$ cat config.mk
export PLATFORM = sky130hd
export DESIGN_NAME = uart_tx_arbiter
export DESIGN_NICKNAME = d
export VERILOG_FILES = /design/src/rtl/uart_tx_arbiter.sv
export SDC_FILE = /design/constraint.sdc
export NUM_CORES = 1
export LEC_CHECK = 0
export CAP_MARGIN = 20
export CORE_ASPECT_RATIO = 1.25
export CORE_UTILIZATION = 36
export DETAILED_ROUTE_END_ITERATION = 16
export GPL_ROUTABILITY_DRIVEN = 0
export MAX_ROUTING_LAYER = met4
export PLACE_DENSITY = 0.79
export SLEW_MARGIN = 20
export SYNTH_ARGS = -nofsm -noshare
export SYNTH_HDL_FRONTEND = slang
export SYNTH_SLANG_ARGS = --single-unit
$ cat constraint.sdc
create_clock -name clk -period 1.6 [get_ports clk]
set_input_delay 0.24 -clock clk [delete_from_list [all_inputs] [get_ports clk]]
set_output_delay 0.24 -clock clk [all_outputs]
set_load 0.02 [all_outputs]
$ cat src/rtl/uart_tx_arbiter.sv
// uart_tx_arbiter: round-robin sharing of one uart_tx among N_REQ byte-wide
// requesters using a valid/ready handshake. The grant is held until tx_done.
// Optional packet lock is enabled by defining UART_TXARB_PKT_LOCK_EN. With the
// lock, the owner of an unfinished packet (req_last=0) keeps the transmitter.
module uart_tx_arbiter #(
  parameter  int N_REQ = 4,
  parameter  int D_W   = 8,
  localparam int ID_W  = $clog2(N_REQ)
) (
  input  logic                 clk,
  input  logic                 rst,
  input  logic [N_REQ-1:0]     req_valid,
  input  logic [N_REQ*D_W-1:0] req_data,
  input  logic [N_REQ-1:0]     req_last,
  output logic [N_REQ-1:0]     req_ready,
  output logic                 tx_start,
  output logic [D_W-1:0]       tx_data,
  input  logic                 tx_done,
  output logic                 busy,
  output logic [ID_W-1:0]      grant_id
);

  typedef enum logic {IDLE, BUSY} state_e;

  state_e           state_q, state_d;
  logic [ID_W-1:0]  rr_ptr_q, rr_ptr_d;
  logic [ID_W-1:0]  grant_q, grant_d;
  logic [D_W-1:0]   data_q, data_d;
  logic             start_q, start_d;
  logic [N_REQ-1:0] ready_q, ready_d;

  logic [N_REQ-1:0] elig;
  logic             found;
  logic [ID_W-1:0]  sel;

`ifdef UART_TXARB_PKT_LOCK_EN
  logic             lock_q, lock_d;
  logic [ID_W-1:0]  owner_q, owner_d;

  // While a packet is open only its owner may be granted.
  always_comb begin
    elig = req_valid;
    if (lock_q) begin
      elig          = '0;
      elig[owner_q] = req_valid[owner_q];
    end
  end
`else
  // Every requester is eligible; req_last has no meaning without the lock.
  logic unused_last;
  assign unused_last = ^req_last;
  assign elig        = req_valid;
`endif

  // First eligible requester at or above rr_ptr, wrapping (N_REQ is a power of two).
  always_comb begin
    logic [ID_W-1:0] idx;
    idx   = '0;
    found = 1'b0;
    sel   = rr_ptr_q;
    for (int k = 0; k < N_REQ; k++) begin
      idx = rr_ptr_q + ID_W'(k);
      if (!found && elig[idx]) begin
        found = 1'b1;
        sel   = idx;
      end
    end
  end

  // Next-state logic: accept a byte in IDLE, wait for tx_done in BUSY.
  always_comb begin
    state_d  = state_q;
    rr_ptr_d = rr_ptr_q;
    grant_d  = grant_q;
    data_d   = data_q;
    start_d  = 1'b0;
    ready_d  = '0;
`ifdef UART_TXARB_PKT_LOCK_EN
    lock_d   = lock_q;
    owner_d  = owner_q;
`endif
    case (state_q)
      IDLE: begin
        if (found) begin
          state_d      = BUSY;
          grant_d      = sel;
          data_d       = req_data[int'(sel)*D_W +: D_W];
          start_d      = 1'b1;
          ready_d[sel] = 1'b1;
`ifdef UART_TXARB_PKT_LOCK_EN
          lock_d       = ~req_last[sel];
          owner_d      = sel;
`endif
        end
      end
      BUSY: begin
        // tx_done in the tx_start cycle also completes the current byte.
        if (tx_done) begin
          state_d = IDLE;
`ifdef UART_TXARB_PKT_LOCK_EN
          if (!lock_q) rr_ptr_d = grant_q + ID_W'(1);
`else
          rr_ptr_d = grant_q + ID_W'(1);
`endif
        end
      end
    endcase
  end

  // State and registered outputs; reset abandons any byte in flight.
  always_ff @(posedge clk) begin
    if (rst) begin
      state_q  <= IDLE;
      rr_ptr_q <= '0;
      grant_q  <= '0;
      data_q   <= '0;
      start_q  <= 1'b0;
      ready_q  <= '0;
`ifdef UART_TXARB_PKT_LOCK_EN
      lock_q   <= 1'b0;
      owner_q  <= '0;
`endif
    end else begin
      state_q  <= state_d;
      rr_ptr_q <= rr_ptr_d;
      grant_q  <= grant_d;
      data_q   <= data_d;
      start_q  <= start_d;
      ready_q  <= ready_d;
`ifdef UART_TXARB_PKT_LOCK_EN
      lock_q   <= lock_d;
      owner_q  <= owner_d;
`endif
    end
  end

  assign req_ready = ready_q;
  assign tx_start  = start_q;
  assign tx_data   = data_q;
  assign busy      = (state_q == BUSY);
  assign grant_id  = grant_q;

endmodule

==> run_results.csv <==
group,metric,value,unit
final_layout,diodes,0,
clock_tree,clk_path_buf_depth,2,
job,max-cap-violations,0,
yosys,ys_ff_latch,18,
yosys,synth_top_family_by_area,"compound AO/OA/AOI/OAI gates",
yosys,syn_area,941,sq um
yosys,synthSimpleGateAreaFrac,17.0,%
timing,fin_crit_sh,96.5,%
floorplan,core_area,2450,sq um
yosys,synthMuxAreaShare,8.51,%
drt,wire_per_inst,16.6,microns
timing,post-route-min-period,1.54,ns
clock_tree,cts_tree,"done",
timing,worstMarginPinSlew,0.487,ns
setup_path,endpoint_kind,"flip-flop",
timing,drv_slew,0,
pwr,p_leak,0.755,nW
final_layout,final_cell_mix,"48 x clkdlybuf4s50_1, 22 x buf_4, 16 x dfxtp_1",
setup_path,crit_path_top_delay_cell,"or4_1",
global_routing,use_met3,5.18,%
global_routing,met1_usage,25.5,%
timing,worst_slack,0.0556,ns
timing,finClkSkew,0.00329,ns
final_layout,fin_util,74.1,%
setup_path,r2r_cells,4,
floorplan,rows,20,
floorplan,die_height,59.2,microns
clock_tree,cts.sinks,18,
clock_tree,cts.clk_slew.worst_paths,0.11,ns
drt,ant_nets,0,
setup_path,max_stage_delay,0.55,ns
global_routing,grt.total_usage,25.4,%
timing,slew_headroom,67.5,%
clock_tree,cts_hold_buf,0,
yosys,synth-edff-count,0,
setup_path,crit_fanout,9,
timing,report.final.setup_viol,0,
yosys,synth_xor_area_share,0.931,%
drt,dr_total_vias,1175,
yosys,synth-compound-area-share,27.3,%
final_layout,nets,226,
yosys,yosys.area.top_type,"dfxtp_1",
clock_tree,htree_num_levels,1,
pwr,cellPowerDensity,722,nW/um^2
yosys,synthCells,104,
yosys,ys.flop_type,"dfxtp_1",
floorplan,ioPinCount,59,
global_routing,grt_pass1_wl,5020,microns
setup_path,crit-reg2reg-launch,"rr_ptr_q[1]",
min_path,holdPathEnd,"tx_data[5]",
setup_path,r2r_setup_slack,0.06,ns
final_layout,final_common_cell,"clkdlybuf4s50_1",
drt,drt_wl_total,3570,microns
setup_path,required,1.81,ns
drt,dr.pass1.iters,4,
setup_path,start_kind,"flip-flop",
global_routing,grt.met2_usage,46.1,%
global_routing,overflow,0,
drt,routed_via_density,5.47,
final_layout,drive_above_1_share,24.7,%
placed_design,dp_cells,207,
setup_path,crit_chain,"or4_1 -> o22ai_2 -> o21ai_4 -> o221ai_1",
placed_design,io_buffers,54,
clock_tree,clock_latency,0.29,ns
yosys,ys_seq_area_share,38.3,%
drt,route.detailed.drc,0,
pwr,peakVddDrop,0.000661,V
setup_path,r2r_end,"tx_data[3]",
floorplan,die_w,47.7,microns
clock_tree,cts_root_buf,"clkbuf_4",
yosys,async_reset_ff_share,0,%
setup_path,crit_buf_inv,0,
floorplan,start_util,38.4,%
timing,finalHoldViolations,0,
min_path,hold_class,"reg -> reg",
yosys,netlist.area_leader.share,38.3,%
global_routing,busiest_layer,"met2",
placed_design,post-dp-hpwl,2370,microns
global_routing,grt_max_degree,11,
status,outcome,"finished, final reports clean",
min_path,min_path_cells,2,
placed_design,preCtsSetupSlack,-0.473,ns
yosys,syn-num-nets,147,
timing,holdWs,0.501,ns
yosys,synthAdderAreaFrac,0,%
global_routing,antenna_found_initial,0,
final_layout,synthToLayoutAreaGrowth,93.1,%
floorplan,die_area,2820,sq um
setup_path,path_class,"reg -> reg",
yosys,synthDistinctLibCells,27,
timing,fmax,0.648,GHz
clock_tree,cts_buffers,3,
setup_path,critPathArrivalTime,1.75,ns
final_layout,final_cells,215,
min_path,hp-start,"tx_data[5]",
yosys,ys_warn_count,0,
pwr,total_power,1.31,mW
global_routing,grt_pass1_vias,1157,
yosys,synth_area_leaders,"dfxtp_1 38%, mux2i_1 8.5%, a32oi_1 7.4%",
setup_path,critPathTopFamily,"simple AND/OR/NAND/NOR gates",
yosys,syn_avg_cell_area,9.05,sq um
drt,drt_iter0_drc,43,
final cells by class:
cell class                 count  area (sq um)
clock buffer                   4          36.3
tap                           33          41.3
inverter                      11          41.3
multi-input combinational     73           633
timing repair buffer          76           702
sequential                    18           363
fill                         184           636
sequential cells by signal, summed over array words and instances, names as in the netlist:
| register | count |
|---|---|
| tx_start | 1 |
| rr_ptr_q | 2 |
| req_ready | 4 |
| busy | 1 |
| grant_id | 2 |
| tx_data | 8 |
metal layers:
metal	vias up	part of all wire, %
li1	554	-
met5	-	0
met1	565	36
met4	0	2.0
met2	48	58
met3	8	3.9
cell families (layout without fill, tap and decap cells):
logic type                after synthesis  count (layout)
AOI/OAI and AO/OA                      33              34
buffers and inverters                  14              91
xor gates and xnor gates                1               1
and+or+nand+nor                        30              30
muxes                                   8               8
DFF                                    18              18
what timing repair did:
item                                    in CTS  in global routing
pin swaps                                    2                  3
setup buffers                                0                  4
endpoints found under the setup margin      11                  9
resized for setup                           16                 11
cloned                                       1                  0
worst max-delay path by stage:
stage,start,endpoint,slack [ns],cells after the start
6_report,rr_ptr_q[1],tx_data[3],0.06,4
5_1_grt,rr_ptr_q[0],tx_data[3],-0.003,5
4_1_cts,rr_ptr_q[1],tx_data[4],0.02,6
3_5_place_dp,req_valid[2],tx_data[3],-0.47,6
3_3_place_gp,req_valid[2],tx_data[0],-0.43,6
2_1_floorplan,rr_ptr_q[1],tx_data[0],0.17,6
metrics by stage:
stage	instance area [sq um]	TNS [ns]
6_report	1820	0
5_1_grt	1820	-0.00390
3_5_place_dp	1630	-5.79
3_3_place_gp	1630	-5.16
4_1_cts	1730	0
2_1_floorplan	941	0
report_power, final:
part	total (mW)	switching, mW	internal (mW)
sequential	0.527	0.0342	0.492
combinational	0.503	0.231	0.272
clock	0.283	0.144	0.139
worst min-delay path, stage by stage, from the launching register on:
cell and delay (ns):
dfxtp_1 0.35, a32oi_1 0.06, o221ai_1 0.06
cell usage after synthesis (2+ instances only):
cell type,count
a21oi_1,7
nor3_1,2
dfxtp_1,18
o21ai_0,2
o21ai_2,2
nand2b_1,3
nor2_1,10
a32oi_1,8
o221ai_1,8
a211oi_1,3
nor2b_1,2
mux2i_1,8
nand2_1,5
inv_1,11
buf_6,3
Power figures use the tool's default switching activity.
